## src/rtl/hex_digit_scanner_pkg.sv

```systemverilog
// hex_digit_scanner_pkg: shared constants and types for the hex digit scanner.
//   NIBBLE_W        - width of one hex digit
//   NUM_DIGITS_DEF  - default number of scanned digits
//   REFRESH_DIV_DEF - default clk cycles per digit for the board clock
//   ANODE_OFF       - all-anodes-dark pattern (sized for up to 8 digits; slice to use)
//   digit_idx_t     - digit index type for the default digit count
package hex_digit_scanner_pkg;
    localparam int NIBBLE_W        = 4;
    localparam int NUM_DIGITS_DEF  = 4;
    localparam int REFRESH_DIV_DEF = 100000;
    localparam int IDX_W_DEF       = $clog2(NUM_DIGITS_DEF);
    localparam logic [7:0] ANODE_OFF = 8'hFF;
    typedef logic [IDX_W_DEF-1:0] digit_idx_t;
endpackage

```

## src/rtl/hex_digit_scanner_if.sv

```systemverilog
// hex_digit_scanner_if: control and display bus of the hex digit scanner.
//   enable, load, value, blank_mask - driven by the master (user logic)
//   x, an, digit_idx, frame_done    - driven by the slave (scanner)
interface hex_digit_scanner_if #(
    parameter int NUM_DIGITS = hex_digit_scanner_pkg::NUM_DIGITS_DEF
);
    localparam int IDX_W = $clog2(NUM_DIGITS);
    logic                    enable;
    logic                    load;
    logic [4*NUM_DIGITS-1:0] value;
    logic [NUM_DIGITS-1:0]   blank_mask;
    logic [3:0]              x;
    logic [NUM_DIGITS-1:0]   an;
    logic [IDX_W-1:0]        digit_idx;
    logic                    frame_done;
    modport master (output enable, load, value, blank_mask, input x, an, digit_idx, frame_done);
    modport slave  (input enable, load, value, blank_mask, output x, an, digit_idx, frame_done);
endinterface

```

## src/rtl/hex_digit_scanner_prescaler.sv

```systemverilog
// scan_prescaler: divides clk down to a one-cycle tick every REFRESH_DIV cycles while run=1.
//   clk   - system clock
//   rst_n - asynchronous active-low reset
//   run   - 1 = count, 0 = counter held at 0
//   tick  - high on the last cycle of each REFRESH_DIV period
module scan_prescaler
    import hex_digit_scanner_pkg::*;
#(
    parameter int REFRESH_DIV = REFRESH_DIV_DEF
) (
    input  logic clk,
    input  logic rst_n,
    input  logic run,
    output logic tick
);
    localparam int CW = $clog2(REFRESH_DIV);
    logic [CW-1:0] count_q, count_d;
    assign tick    = run && (count_q == CW'(REFRESH_DIV - 1));
    assign count_d = (!run || tick) ? '0 : count_q + 1'b1;
    always_ff @(posedge clk or negedge rst_n) begin
        if (!rst_n) count_q <= '0;
        else        count_q <= count_d;
    end
endmodule

```

## src/rtl/hex_digit_scanner.sv

```systemverilog
// hex_digit_scanner: time-multiplexes a double-buffered hex value onto one seven-segment decoder.
//   clk   - system clock
//   rst_n - asynchronous active-low reset
//   bus   - slave side of hex_digit_scanner_if (enable/load/value/blank_mask in,
//           x/an/digit_idx/frame_done out)
// Optional: define LEADING_ZERO_BLANK_EN to also darken leading zero digits (digit 0 never).
module hex_digit_scanner
    import hex_digit_scanner_pkg::*;
#(
    parameter int NUM_DIGITS  = NUM_DIGITS_DEF,
    parameter int REFRESH_DIV = REFRESH_DIV_DEF
) (
    input  logic                  clk,
    input  logic                  rst_n,
    hex_digit_scanner_if.slave    bus
);
    localparam int IDX_W = $clog2(NUM_DIGITS);
    localparam int DW    = NIBBLE_W * NUM_DIGITS;
    localparam logic [NUM_DIGITS-1:0] AN_OFF = ANODE_OFF[NUM_DIGITS-1:0];

    logic                  tick, wrap;
    logic [IDX_W-1:0]      idx_q, idx_d;
    logic [DW-1:0]         display_q, display_d, shadow_q, shadow_d;
    logic                  pending_q, pending_d;
    logic [NIBBLE_W-1:0]   x_q, x_d;
    logic [NUM_DIGITS-1:0] an_q, an_d, blank;
    logic                  frame_done_q;

    scan_prescaler #(.REFRESH_DIV(REFRESH_DIV)) u_prescaler (
        .clk   (clk),
        .rst_n (rst_n),
        .run   (bus.enable),
        .tick  (tick)
    );

    assign wrap = tick && (idx_q == IDX_W'(NUM_DIGITS - 1));

`ifdef LEADING_ZERO_BLANK_EN
    logic [NUM_DIGITS-1:0] lz;
    logic                  above_zero;
    // A digit is a leading zero when it and every digit above it are zero.
    always_comb begin
        lz         = '0;
        above_zero = 1'b1;
        for (int k = NUM_DIGITS - 1; k >= 1; k--) begin
            above_zero = above_zero && (display_q[NIBBLE_W*k +: NIBBLE_W] == '0);
            lz[k]      = above_zero;
        end
    end
    assign blank = bus.blank_mask | lz;
`else
    assign blank = bus.blank_mask;
`endif

    always_comb begin
        idx_d     = !bus.enable ? '0 : wrap ? '0 : tick ? idx_q + 1'b1 : idx_q;
        display_d = display_q;
        shadow_d  = shadow_q;
        pending_d = pending_q;
        // A load while idle or on the wrap edge goes straight to the display and
        // supersedes anything still waiting in the shadow register.
        if (bus.load && (!bus.enable || wrap)) begin
            display_d = bus.value;
            pending_d = 1'b0;
        end else if (wrap && pending_q) begin
            display_d = shadow_q;
            pending_d = 1'b0;
        end else if (bus.load) begin
            shadow_d  = bus.value;
            pending_d = 1'b1;
        end
        x_d  = display_q[NIBBLE_W*idx_q +: NIBBLE_W];
        an_d = (bus.enable && !blank[idx_q]) ? ~(NUM_DIGITS'(1) << idx_q) : AN_OFF;
    end

    always_ff @(posedge clk or negedge rst_n) begin
        if (!rst_n) begin
            idx_q        <= '0;
            display_q    <= '0;
            shadow_q     <= '0;
            pending_q    <= 1'b0;
            x_q          <= '0;
            an_q         <= AN_OFF;
            frame_done_q <= 1'b0;
        end else begin
            idx_q        <= idx_d;
            display_q    <= display_d;
            shadow_q     <= shadow_d;
            pending_q    <= pending_d;
            x_q          <= x_d;
            an_q         <= an_d;
            frame_done_q <= wrap;
        end
    end

    assign bus.x          = x_q;
    assign bus.an         = an_q;
    assign bus.digit_idx  = idx_q;
    assign bus.frame_done = frame_done_q;
endmodule

```

## src/flat_wrapper.sv

```systemverilog
// flat-port wrapper written by rule: the top's interface ports become plain ports
module hex_digit_scanner_flat import hex_digit_scanner_pkg::*;
#(
    parameter int NUM_DIGITS  = NUM_DIGITS_DEF,
    parameter int REFRESH_DIV = REFRESH_DIV_DEF
)
  (clk, rst_n, bus_enable, bus_load, bus_value, bus_blank_mask, bus_x, bus_an, bus_digit_idx, bus_frame_done);
  hex_digit_scanner_if #(.NUM_DIGITS(NUM_DIGITS)) bus_i ();
  input  logic clk;
  input  logic rst_n;
  input wire logic [$bits(bus_i.enable)-1:0] bus_enable;
  input wire logic [$bits(bus_i.load)-1:0] bus_load;
  input wire logic [$bits(bus_i.value)-1:0] bus_value;
  input wire logic [$bits(bus_i.blank_mask)-1:0] bus_blank_mask;
  output wire logic [$bits(bus_i.x)-1:0] bus_x;
  output wire logic [$bits(bus_i.an)-1:0] bus_an;
  output wire logic [$bits(bus_i.digit_idx)-1:0] bus_digit_idx;
  output wire logic [$bits(bus_i.frame_done)-1:0] bus_frame_done;
  assign bus_i.enable = bus_enable;
  assign bus_i.load = bus_load;
  assign bus_i.value = bus_value;
  assign bus_i.blank_mask = bus_blank_mask;
  assign bus_x = bus_i.x;
  assign bus_an = bus_i.an;
  assign bus_digit_idx = bus_i.digit_idx;
  assign bus_frame_done = bus_i.frame_done;
  hex_digit_scanner #(.NUM_DIGITS(NUM_DIGITS), .REFRESH_DIV(REFRESH_DIV)) u_core (.clk(clk), .rst_n(rst_n), .bus(bus_i));
endmodule
```

## config.mk

```make
export PLATFORM = sky130hd
export DESIGN_NAME = hex_digit_scanner_flat
export DESIGN_NICKNAME = d
export VERILOG_FILES = /design/src/rtl/hex_digit_scanner_pkg.sv /design/src/rtl/hex_digit_scanner_if.sv /design/src/rtl/hex_digit_scanner_prescaler.sv /design/src/rtl/hex_digit_scanner.sv /design/src/flat_wrapper.sv
export SDC_FILE = /design/constraint.sdc
export NUM_CORES = 1
export LEC_CHECK = 0
export BUFFER_PORTS_ARGS = -buffer_cell sky130_fd_sc_hd__buf_2
export CAP_MARGIN = 5
export CORE_ASPECT_RATIO = 0.75
export CORE_MARGIN = 2
export CORE_UTILIZATION = 35
export CTS_CLUSTER_DIAMETER = 200
export CTS_CLUSTER_SIZE = 40
export DETAILED_ROUTE_END_ITERATION = 8
export PLACE_DENSITY_LB_ADDON = 0.08
export SLEW_MARGIN = 30
export SYNTH_ARGS = -nofsm -noshare
export SYNTH_HDL_FRONTEND = slang
export SYNTH_HIERARCHICAL = 1
export SYNTH_SLANG_ARGS = --single-unit
export TNS_END_PERCENT = 5
```

## constraint.sdc

```tcl
create_clock -name clk -period 3.1 [get_ports clk]
set_input_delay 0.31 -clock clk [delete_from_list [all_inputs] [get_ports clk]]
set_output_delay 0.31 -clock clk [all_outputs]
set_load 0.02 [all_outputs]
```

==> out/qor.tcl, run 1 <==
set qor(outcome) {finished, final reports clean}
set qor(worstPathBufferInverterCount) 1
set qor(slew_headroom_pct) 48.2
set qor(critical_path_fanouts_max) 16
set qor(gr-usage-all-layers_pct) 14.1
set qor(final_design_area_no_fill_sq_mm) 0.00334
set qor(drt-initial-drc-count) 67
set qor(cts_hold_buffers) 0
set qor(critPathKind) {register to register}
set qor(number_of_buffer_cells_added_on_primary_ports) 34
set qor(crit_chain) {ha_1 > nand4_1 > or4_4 > nor2_1 > buf_4 > nand3_4 > mux2_2 > mux2_4}
set qor(setup_total_negative_slack_ns) 0
set qor(finalCoreUtilization_pct) 42.1
set qor(yosys.area_share.xor_xnor_pct) 4.55
set qor(drc_errors) 0
set qor(number_of_failing_hold_endpoints_at_the_final_stage) 0
set qor(chip_width_um) 109
set qor(synthMuxAreaShare_pct) 24.6
set qor(synth_fp_nets) 241
set qor(crit_path_start_kind) {register}
set qor(yosysWarnings) 6
set qor(n_antenna_cell) 0
set qor(cts_resized) 0
set qor(placed_cell_area_sq_mm) 0.00315
set qor(synth_edf_count) 0
set qor(worstPathArrival_ns) 3.00
set qor(setup.worst_path.start) {u_core/u_prescaler/count_q[0]$_DFF_PN0_}
set qor(clock_sink_count) 61
set qor(synth-compound-area-share_pct) 0.346
set qor(grt_max_degree) 62
set qor(final_cell_mix) {57 x dfrtp_1, 38 x mux2_2, 34 x buf_2}
set qor(grt_pass1_wl_um) 9230
set qor(report.final.setup_viol) 0
set qor(ioPinCount) 35
set qor(clock_root_buffer) {clkbuf_8}
set qor(final_layout_size_suffix_gt1_share_pct) 45.3
set qor(coreArea_sq_mm) 0.00795
set qor(pnr_worst_setup_slack_ns) 0.319
set qor(synthesis.area_per_instance_sq_um) 13.6
set qor(avgRoutedWirePerCell_um) 15.0
set qor(initial_antenna_violation_count) 0
set qor(ctsHtreeMaxLevel) 3
set qor(worstPathRequired_ns) 3.32
set qor(max_freq_ghz) 0.360
set qor(yosys.area_share.simple_pct) 11.8
set qor(design.final.nets) 283
set qor(initial_standard_cell_utilization_of_the_core_pct) 36.3
set qor(cts-root-to-sink-buffers) 2
set qor(worst_path_largest_cell_delay_ns) 0.63
set qor(row_count) 28
set qor(gpl.final_weighted_congestion) 0.705
set qor(synth_async_sr_flop_share_pct) 100
set qor(synth_unique_cells) 32
set qor(fin_crit_sh_pct) 89.7
set qor(synth_adder_area_share_pct) 2.16
set qor(main_combinational_cell_family_by_area_after_synthesis) {multiplexers}
set qor(dieHeight_um) 82.7
set qor(worst_skew_pair.late_latency_ns) 0.34
set qor(end_kind) {register}
set qor(gr-total-overflow) 0
set qor(placement.setup.worst_slack_ns) 0.330
set qor(vias) 1699
set qor(grt_pass1_vias) 1815
set qor(worstMarginPinSlew_ns) 0.776
set qor(route.antenna.remaining_nets) 0
set qor(drt_wl_total_um) 5450
set qor(first_pass_iters) 4
set qor(cellPowerDensity_mw_per_mm2) 542
set qor(netlist_area_sq_mm) 0.00289
set qor(hold_path_class) {primary input to asynchronous set/reset pin}
set qor(post_synth_inst_count) 212
set qor(maxCapViolations) 0
set qor(postCtsSetupBuffers) 0
set qor(placed_cells) 348
set qor(clkSlewWorstSetupHoldPaths_ns) 0.07
set qor(setup_repair_after_global_routing_missed_its_margin) {no}
set qor(detail_route.vias_per_cell) 4.68
set qor(final-instance-count-excl-fill) 363
set qor(timing.final.crit_period_ns) 2.78
set qor(regToRegStartpoint) {u_core/u_prescaler/count_q[0]$_DFF_PN0_}
set qor(ys_seq_elements) 61
set qor(p_leak_uw) 0.00144
set qor(cts_made_buffers) 9
set qor(num-fill-cells) 757
set qor(worst_path_max_delay_cell) {or4_4}
set qor(crit_family) {simple AND/OR/NAND/NOR gates}
set qor(finClkSkew_ns) 0.00816
set qor(commonest_non_fill_non_tap_cell_in_the_layout) {dfrtp_1}
set qor(synth_seq_area_share_pct) 53.0
set qor(die_area_sq_mm) 0.00901
set qor(power.ir.vdd_worst_mv) 0.192
set qor(area.growth.synth_to_final_pct) 15.7
set qor(hpwl_um) 3550
set qor(ys.flop_type) {dfrtp_1}
set qor(tritoncts) {done}
set qor(slew_violations) 0
[kinds of logic (layout without fill, tap and decap cells)]
kind of cell | after synthesis | in the layout
flops | 61 | 61
simple gates | 61 | 61
mux | 55 | 55
xor+xnor | 15 | 15
buf+inv | 14 | 60
fa+ha+maj | 5 | 5
compound gates | 1 | 1
[flip-flops by register name, indices dropped and copies added (netlist names)]
name	cells
u_core/bus.x	4
u_core/bus.an	4
u_core/display_q	16
u_core/u_prescaler/count_q	17
u_core/shadow_q	16
u_core/bus.digit_idx	2
u_core/bus.frame_done	1
u_core/pending_q	1
[per-stage QoR]
step | hold WS, ns | power [uW]
finish | 0.139 | 1810
global route | 0.190 | 1920
CTS | 0.155 | 1860
detailed placement | 0.490 | 1120
global placement | 0.487 | 1120
floorplan | 0.0144 | 1060
[worst reg2reg max path, delay by kind of cell, from the launching register on]
| family | cells | cell delay, ns |
|---|---|---|
| muxes | 2 | 0.62 |
| DFF | 1 | 0.40 |
| adders and majority gates | 1 | 0.22 |
| buffers and inverters | 1 | 0.16 |
| and+or+nand+nor | 4 | 1.26 |
[metal layers]
metal / track usage (%) / routed length, um / vias up
met4: 4.62 / 74 / 0
met2: 20.7 / 2340 / 41
met1: 18.7 / 2750 / 820
met3: 6.28 / 283 / 6
met5: 0 / 0 / -
li1: - / - / 832
[report_power, final]
group	switching (uW)	leakage [uW]	internal, uW	total, uW
sequential	36.5	0.000754	871	907
combinational	77.5	0.000582	118	195
clock	302	0.000101	408	710
total	416	0.00144	1400	1810
[Yosys cell counts, types with 2 or more instances]
| library cell | instances | area share (%) |
|---|---|---|
| buf_12 | 2 | 1.4 |
| buf_2 | 2 | 0.35 |
| buf_6 | 2 | 0.78 |
| dfrtp_1 | 57 | 49 |
| dfstp_2 | 4 | 3.6 |
| ha_1 | 5 | 2.2 |
| inv_1 | 7 | 0.91 |
| mux2_2 | 38 | 15 |
| mux2_4 | 10 | 5.2 |
| mux2i_1 | 2 | 0.69 |
| mux4_2 | 5 | 3.9 |
| nand2_1 | 8 | 1.0 |
| nand3_1 | 5 | 0.87 |
| nand4_1 | 5 | 1.1 |
| nor2_1 | 22 | 2.9 |
| nor2b_1 | 3 | 0.65 |
| nor3_1 | 4 | 0.69 |
| nor4_1 | 4 | 0.87 |
| xnor2_1 | 14 | 4.2 |
[final timing paths]
kind,cells after the start,slack (ns),endpoint
max,8,0.32,u_core/display_q[14]$_DFFE_PN0P_
min,2,0.14,u_core/u_prescaler/count_q[15]$_DFF_PN0_
max reg2reg,8,0.32,u_core/display_q[14]$_DFFE_PN0P_
min reg2reg,1,0.50,u_core/shadow_q[3]$_DFFE_PN0P_
max in group asynchronous,2,2.46,u_core/shadow_q[12]$_DFFE_PN0P_
min in group clk,2,0.22,u_core/display_q[10]$_DFFE_PN0P_
[cell type report]
cell class / instances / area, sq um / share of cell area (%)
timing repair buffer: 38 / 200 / 5.99
inverter: 7 / 26.3 / 0.786
tap: 105 / 131 / 3.93
multi-input combinational: 137 / 1260 / 37.6
clock buffer: 11 / 151 / 4.53
clock inverter: 4 / 47.5 / 1.42
sequential: 61 / 1530 / 45.8
Power figures use the tool's default switching activity.
==> run 2, diff against run 1 <==
--- a/config.mk
+++ b/config.mk
@@ -7,7 +7,7 @@
 export LEC_CHECK = 0
 export BUFFER_PORTS_ARGS = -buffer_cell sky130_fd_sc_hd__buf_2
 export CAP_MARGIN = 5
-export CORE_ASPECT_RATIO = 0.75
+export CORE_ASPECT_RATIO = 0.7
 export CORE_MARGIN = 2
 export CORE_UTILIZATION = 35
 export CTS_CLUSTER_DIAMETER = 200
==> out/qor.tcl, run 2 (synthesized netlist as in run 1, its figures left out) <==
set qor(number_of_buffer_cells_added_on_primary_ports) 34 ;# unchanged
set qor(flip_flop_count_of_the_largest_register_all_copies_and_words_added) 17 ;# unchanged
set qor(grt_max_degree) 27 ;# was 62
set qor(route.antenna.remaining_nets) 0 ;# unchanged
set qor(initial_standard_cell_utilization_of_the_core_pct) 36.4 ;# was 36.3%
set qor(power.ir.vdd_worst_mv) 0.227 ;# was 0.192 mV
set qor(cellPowerDensity_mw_per_mm2) 603 ;# was 542 mW/mm^2
set qor(clkSlewWorstSetupHoldPaths_ns) 0.05 ;# was 0.07 ns
set qor(combPwrFrac_pct) 9.5 ;# was 10.8%
set qor(hold_path_class) {primary input to register} ;# was primary input to asynchronous set/reset pin
set qor(critical_path_fanouts_max) 16 ;# unchanged
set qor(setup_repair_after_global_routing_missed_its_margin) {no} ;# unchanged
set qor(final_design_area_no_fill_sq_mm) 0.00345 ;# was 0.00334 sq mm
set qor(fin_crit_sh_pct) 90.2 ;# was 89.7%
set qor(drc_errors) 0 ;# unchanged
set qor(placement.setup.worst_slack_ns) 0.337 ;# was 0.330 ns
set qor(largest-register) {u_core/u_prescaler/count_q} ;# unchanged
set qor(commonest_non_fill_non_tap_cell_in_the_layout) {dfrtp_1} ;# unchanged
set qor(holdWs_ns) 0.236 ;# was 0.139 ns
set qor(dieHeight_um) 80.0 ;# was 82.7 um
set qor(coreArea_sq_mm) 0.00794 ;# was 0.00795 sq mm
set qor(die_area_sq_mm) 0.00901 ;# about the same
set qor(num-fill-cells) 736 ;# was 757
set qor(number_of_failing_hold_endpoints_at_the_final_stage) 0 ;# unchanged
set qor(slew_violations) 0 ;# unchanged
set qor(max_freq_ghz) 0.357 ;# was 0.360 GHz
set qor(clock_root_buffer) {clkbuf_16} ;# was clkbuf_8
set qor(clock_sink_count) 61 ;# unchanged
set qor(cts_resized) 0 ;# unchanged
set qor(worst_skew_pair.late_latency_ns) 0.32 ;# was 0.34 ns
set qor(p_int_uw) 1630 ;# was 1400 uW
set qor(initial_antenna_violation_count) 0 ;# unchanged
set qor(timing.final.crit_period_ns) 2.80 ;# was 2.78 ns
set qor(vias) 1726 ;# was 1699
set qor(reg2regPathDepth) 8 ;# unchanged
set qor(tritoncts) {done} ;# unchanged
set qor(detail_route.vias_per_cell) 4.77 ;# was 4.68
set qor(power.share.switching_pct) 21.7 ;# was 23.0%
set qor(drt-initial-drc-count) 101 ;# was 67
set qor(worstPathRequired_ns) 3.30 ;# was 3.32 ns
set qor(worstPathArrival_ns) 3.00 ;# about the same
set qor(critPathKind) {register to register} ;# unchanged
set qor(cts_made_buffers) 9 ;# unchanged
set qor(reg_top3) {u_core/u_prescaler/count_q: 17 flops, u_core/display_q: 16 flops, u_core/shadow_q: 16 flops} ;# unchanged
set qor(area.growth.synth_to_final_pct) 19.4 ;# was 15.7%
set qor(regToRegStartpoint) {u_core/u_prescaler/count_q[0]$_DFF_PN0_} ;# unchanged
set qor(design.final.nets) 285 ;# was 283
set qor(gr-usage-all-layers_pct) 13.6 ;# was 14.1%
set qor(layout.area.seq_sq_mm) 0.00153 ;# unchanged
set qor(n_antenna_cell) 0 ;# unchanged
set qor(row_count) 27 ;# was 28
set qor(clock_power_share_pct) 46.7 ;# was 39.2%
set qor(p_seq_share_pct) 43.8 ;# was 50.1%
set qor(ctsHtreeMaxLevel) 3 ;# unchanged
set qor(worstMarginPinSlew_ns) 0.565 ;# was 0.776 ns
set qor(cts-root-to-sink-buffers) 2 ;# unchanged
set qor(finClkSkew_ns) 0.00569 ;# was 0.00816 ns
set qor(r2r_end) {u_core/display_q[2]$_DFFE_PN0P_} ;# was u_core/display_q[14]$_DFFE_PN0P_
set qor(pnr_worst_setup_slack_ns) 0.302 ;# was 0.319 ns
set qor(outcome) {finished, final reports clean} ;# unchanged
set qor(min-delay-start) {bus_value[7]}
set qor(grt_pass1_vias) 1697 ;# was 1815
set qor(timing.reg2reg.setup_slack_ns) 0.30 ;# was 0.32 ns
set qor(postCtsSetupBuffers) 0 ;# unchanged
set qor(multi_input_area_sq_mm) 0.00126 ;# unchanged
set qor(setup_total_negative_slack_ns) 0 ;# unchanged
set qor(maxCapViolations) 0 ;# unchanged
set qor(gr-total-overflow) 0 ;# unchanged
set qor(end_kind) {register} ;# unchanged
set qor(avgRoutedWirePerCell_um) 15.2 ;# was 15.0 um
set qor(timing.hold.worst_endpoint) {u_core/display_q[7]$_DFFE_PN0P_}
set qor(final_cell_mix) {57 x dfrtp_1, 38 x mux2_2, 34 x buf_2} ;# unchanged
set qor(report.final.setup_viol) 0 ;# unchanged
set qor(gpl.final_weighted_congestion) 0.740 ;# was 0.705
set qor(power_switching_uw) 450 ;# was 416 uW
set qor(final_layout_size_suffix_gt1_share_pct) 45.2 ;# was 45.3%
set qor(drt_wl_total_um) 5490 ;# was 5450 um
set qor(crit_path_start_kind) {register} ;# unchanged
set qor(hold_path_depth) 2
set qor(slew_headroom_pct) 62.3 ;# was 48.2%
set qor(ioPinCount) 35 ;# unchanged
set qor(hpwl_um) 3760 ;# was 3550 um
set qor(first_pass_iters) 4 ;# unchanged
set qor(grt_pass1_wl_um) 9200 ;# was 9230 um
set qor(p_leak_uw) 0.00149 ;# was 0.00144 uW
set qor(chip_width_um) 113 ;# was 109 um
set qor(placed_cell_area_sq_mm) 0.00315 ;# about the same
## run 2: cell types whose count changed in the layout (fill, tap and decap cells not counted)
cell / before / now
buf_4: 4 / 5
clkbuf_8: 11 / 1
clkbuf_1: 0 / 1
clkinv_2: 2 / 4
clkbuf_16: 0 / 9
dlygate4sd3_1: 0 / 1
clkinvlp_4: 1 / 0
## run 2: worst max-delay path by stage
stage	startpoint	endpoint	slack, ns
4_1_cts	u_core/u_prescaler/count_q[0]$_DFF_PN0_	u_core/display_q[3]$_DFFE_PN0P_	0.32
3_3_place_gp	u_core/u_prescaler/count_q[0]$_DFF_PN0_	u_core/display_q[14]$_DFFE_PN0P_	0.32
2_1_floorplan	u_core/u_prescaler/count_q[12]$_DFF_PN0_	u_core/display_q[10]$_DFFE_PN0P_	0.37
3_5_place_dp	u_core/u_prescaler/count_q[0]$_DFF_PN0_	u_core/display_q[15]$_DFFE_PN0P_	0.34
5_1_grt	u_core/u_prescaler/count_q[0]$_DFF_PN0_	u_core/display_q[2]$_DFFE_PN0P_	0.12
6_report	u_core/u_prescaler/count_q[0]$_DFF_PN0_	u_core/display_q[2]$_DFFE_PN0P_	0.30
## run 2: power groups by stage
stage / clock [uW] / sequential, uW / combinational (uW)
final: 971 / 911 / 198
after global routing: 1040 / 921 / 218
after CTS: 1000 / 912 / 203
after detailed placement: 0 / 925 / 201
after global placement: 0 / 924 / 198
after floorplan: 0 / 921 / 136
## run 2: area by class of cell
cell class	count	share of cell area, %
clock buffers	11	7.03
clock inverters	5	1.45
inverters	7	0.761
multi-input cells	137	36.4
flip-flops and latches	61	44.4
well taps	101	3.66
repair buffers	40	6.31
## run 2: per-layer routing
layer,vias to the layer above,track usage (%),routed length [um]
met3,4,5.62,293
met5,-,0,0
met2,37,17.4,2300
li1,833,-,-
met4,0,3.66,27
met1,852,20.5,2870
## run 2: stage by stage
stage / power (uW) / std cells / util [%]
6_report: 2080 / 362 / 43.5
5_1_grt: 2180 / 362 / 43.5
4_1_cts: 2120 / 362 / 43.5
3_5_place_dp: 1130 / 345 / 39.7
3_3_place_gp: 1120 / 345 / 39.7
2_1_floorplan: 1060 / 212 / -
## run 2: repair_timing
action                                  4_1_cts  5_1_grt
endpoints found under the setup margin        0        0
endpoints found under the hold margin         1        0
hold buffers                                  1        0
## run 2: critical path, stage by stage (launching register included)
cell     delay [ns]
dfrtp_1        0.40
ha_1           0.23
nand4_1        0.28
or4_4          0.63
nor2_1         0.11
buf_4          0.16
nand3_4        0.25
mux2_2         0.36
mux2_2         0.26
==> run 3, diff against run 2 <==
--- a/config.mk
+++ b/config.mk
@@ -7,7 +7,7 @@
 export LEC_CHECK = 0
 export BUFFER_PORTS_ARGS = -buffer_cell sky130_fd_sc_hd__buf_2
 export CAP_MARGIN = 5
-export CORE_ASPECT_RATIO = 0.7
+export CORE_ASPECT_RATIO = 2
 export CORE_MARGIN = 2
 export CORE_UTILIZATION = 35
 export CTS_CLUSTER_DIAMETER = 200
==> out/qor.tcl, run 3 (synthesized netlist as in run 1, its figures left out) <==
set qor(detail_route.vias_per_cell) 4.82 ;# was 4.77
set qor(drc_errors) 0 ;# unchanged
set qor(clkSlewWorstSetupHoldPaths_ns) 0.05 ;# about the same
set qor(die_area_sq_mm) 0.00904 ;# was 0.00901 sq mm
set qor(worst_path_largest_cell_delay_ns) 0.53 ;# was 0.63 ns
set qor(gpl.final_weighted_congestion) 0.772 ;# was 0.740
set qor(worst_path_max_delay_cell) {or4b_1} ;# was or4_4
set qor(placed_cells) 341 ;# was 345
set qor(design.final.nets) 286 ;# was 285
set qor(clock_root_buffer) {clkbuf_16} ;# unchanged
set qor(worstMarginPinSlew_ns) 0.553 ;# was 0.565 ns
set qor(postCtsSetupBuffers) 0 ;# unchanged
set qor(outcome) {finished, final reports clean} ;# unchanged
set qor(fin_crit_sh_pct) 87.4 ;# was 90.2%
set qor(route.antenna.remaining_nets) 0 ;# unchanged
set qor(cellPowerDensity_mw_per_mm2) 602 ;# was 603 mW/mm^2
set qor(number_of_failing_hold_endpoints_at_the_final_stage) 0 ;# unchanged
set qor(ioPinCount) 35 ;# unchanged
set qor(worstPathRequired_ns) 3.31 ;# was 3.30 ns
set qor(finalCoreUtilization_pct) 43.1 ;# was 43.5%
set qor(placement.setup.worst_slack_ns) 0.384 ;# was 0.337 ns
set qor(largest-register) {u_core/u_prescaler/count_q} ;# unchanged
set qor(number_of_buffer_cells_added_on_primary_ports) 34 ;# unchanged
set qor(dieHeight_um) 133 ;# was 80.0 um
set qor(pnr_worst_setup_slack_ns) 0.390 ;# was 0.302 ns
set qor(grt_pass1_wl_um) 9230 ;# was 9200 um
set qor(critPathKind) {register to register} ;# unchanged
set qor(clock_sink_count) 61 ;# unchanged
set qor(hold_path_class) {primary input to register} ;# unchanged
set qor(setup_repair_after_global_routing_missed_its_margin) {no} ;# unchanged
set qor(first_pass_iters) 2 ;# was 4
set qor(drt_wl_total_um) 5470 ;# was 5490 um
set qor(setup_total_negative_slack_ns) 0 ;# unchanged
set qor(area.growth.synth_to_final_pct) 19.4 ;# about the same
set qor(final-instance-count-excl-fill) 358 ;# was 362
set qor(n_antenna_cell) 0 ;# unchanged
set qor(reg_top3) {u_core/u_prescaler/count_q: 17 flops, u_core/display_q: 16 flops, u_core/shadow_q: 16 flops} ;# unchanged
set qor(p_leak_uw) 0.00150 ;# was 0.00149 uW
set qor(drt-initial-drc-count) 46 ;# was 101
set qor(report.final.setup_viol) 0 ;# unchanged
set qor(gr-total-overflow) 0 ;# unchanged
set qor(flip_flop_count_of_the_largest_register_all_copies_and_words_added) 17 ;# unchanged
set qor(cts-root-to-sink-buffers) 2 ;# unchanged
set qor(cts_made_buffers) 9 ;# unchanged
set qor(grt_pass1_vias) 1891 ;# was 1697
set qor(max_freq_ghz) 0.369 ;# was 0.357 GHz
set qor(commonest_non_fill_non_tap_cell_in_the_layout) {dfrtp_1} ;# unchanged
set qor(critical_path_fanouts_max) 16 ;# unchanged
set qor(final_layout_size_suffix_gt1_share_pct) 45.4 ;# was 45.2%
set qor(end_kind) {register} ;# unchanged
set qor(initial_antenna_violation_count) 0 ;# unchanged
set qor(gr-usage-all-layers_pct) 14.1 ;# was 13.6%
set qor(worst_skew_pair.late_latency_ns) 0.32 ;# about the same
set qor(slew_violations) 0 ;# unchanged
set qor(power.ir.vdd_worst_mv) 0.337 ;# was 0.227 mV
set qor(vias) 1725 ;# was 1726
set qor(final_cell_mix) {57 x dfrtp_1, 38 x mux2_2, 34 x buf_2} ;# unchanged
set qor(holdWs_ns) 0.229 ;# was 0.236 ns
set qor(grt_max_degree) 26 ;# was 27
set qor(hpwl_um) 3920 ;# was 3760 um
set qor(maxCapViolations) 0 ;# unchanged
set qor(slew_headroom_pct) 63.1 ;# was 62.3%
set qor(worstPathArrival_ns) 2.92 ;# was 3.00 ns
set qor(coreArea_sq_mm) 0.00800 ;# was 0.00794 sq mm
set qor(ctsHtreeMaxLevel) 3 ;# unchanged
set qor(avgRoutedWirePerCell_um) 15.3 ;# was 15.2 um
set qor(crit_path_start_kind) {register} ;# unchanged
set qor(chip_width_um) 68.3 ;# was 113 um
set qor(tritoncts) {done} ;# unchanged
set qor(row_count) 46 ;# was 27
set qor(finClkSkew_ns) 0.00392 ;# was 0.00569 ns
set qor(crit_chain) {or4b_1 > or4_4 > nor2_1 > buf_4 > nand3_4 > mux2_2 > mux2_4} ;# was ha_1 > nand4_1 > or4_4 > nor2_1 > buf_4 > nand3_4 > mux2_2 > mux2_2
set qor(initial_standard_cell_utilization_of_the_core_pct) 36.1 ;# was 36.4%
set qor(timing.final.crit_period_ns) 2.71 ;# was 2.80 ns
==> run 3: cell count changes in the layout (fill, tap and decap cells not counted) <==
cell | previous run | this run
buf_4 | 5 | 6
==> run 3: critical path, delay by kind of cell, from the launching register on <==
kind	cells	cell delay, ns
AND/OR/NAND/NOR	4	1.39
buffers and inverters	1	0.17
multiplexers	2	0.60
flip-flops	1	0.43
==> run 3: worst paths after layout <==
check | slack [ns] | start | end | cells past startpoint
worst max-delay path | 0.39 | u_core/u_prescaler/count_q[12]$_DFF_PN0_ | u_core/display_q[14]$_DFFE_PN0P_ | 7
worst min-delay path | 0.23 | bus_value[5] | u_core/display_q[5]$_DFFE_PN0P_ | 2
worst max register to register | 0.39 | u_core/u_prescaler/count_q[12]$_DFF_PN0_ | u_core/display_q[14]$_DFFE_PN0P_ | 7
worst min register to register | 0.50 | u_core/shadow_q[9]$_DFFE_PN0P_ | u_core/shadow_q[9]$_DFFE_PN0P_ | 1
max in group asynchronous | 1.89 | rst_n | u_core/bus.frame_done$_DFF_PN0_ | 3
min in group asynchronous | 0.51 | rst_n | u_core/u_prescaler/count_q[9]$_DFF_PN0_ | 2
==> run 3: timing repair <==
action	CTS	global route
hold buffers	1	0
resized for setup	0	0
endpoints found under the hold margin	19	0
==> run 3: final cells by class <==
class / instances / area (sq um)
multi-input combinational: 137 / 1260
clock inverter: 5 / 50.0
sequential: 61 / 1530
tap: 96 / 120
clock buffer: 11 / 243
timing repair buffer: 41 / 225
fill: 746 / 4550
inverter: 7 / 26.3
==> run 3: stage by stage <==
step	power, uW	area, sq um
2_1_floorplan	1060	2890
3_3_place_gp	1120	3150
3_5_place_dp	1130	3150
4_1_cts	2120	3450
5_1_grt	2180	3450
6_report	2080	3450
==> run 3: power breakdown <==
part | internal (uW) | switching [uW] | total (uW)
clock | 637 | 335 | 972
combinational | 119 | 78.6 | 198
sequential | 873 | 36.0 | 909
==> run 3: per-layer routing <==
metal	vias up	share of wire, %	routed length (um)	track usage, %
li1	835	-	-	-
met1	854	37	2040	14.9
met2	25	57	3140	23.9
met3	11	2.7	149	4.00
met4	0	2.4	132	8.22
met5	-	0	0	0
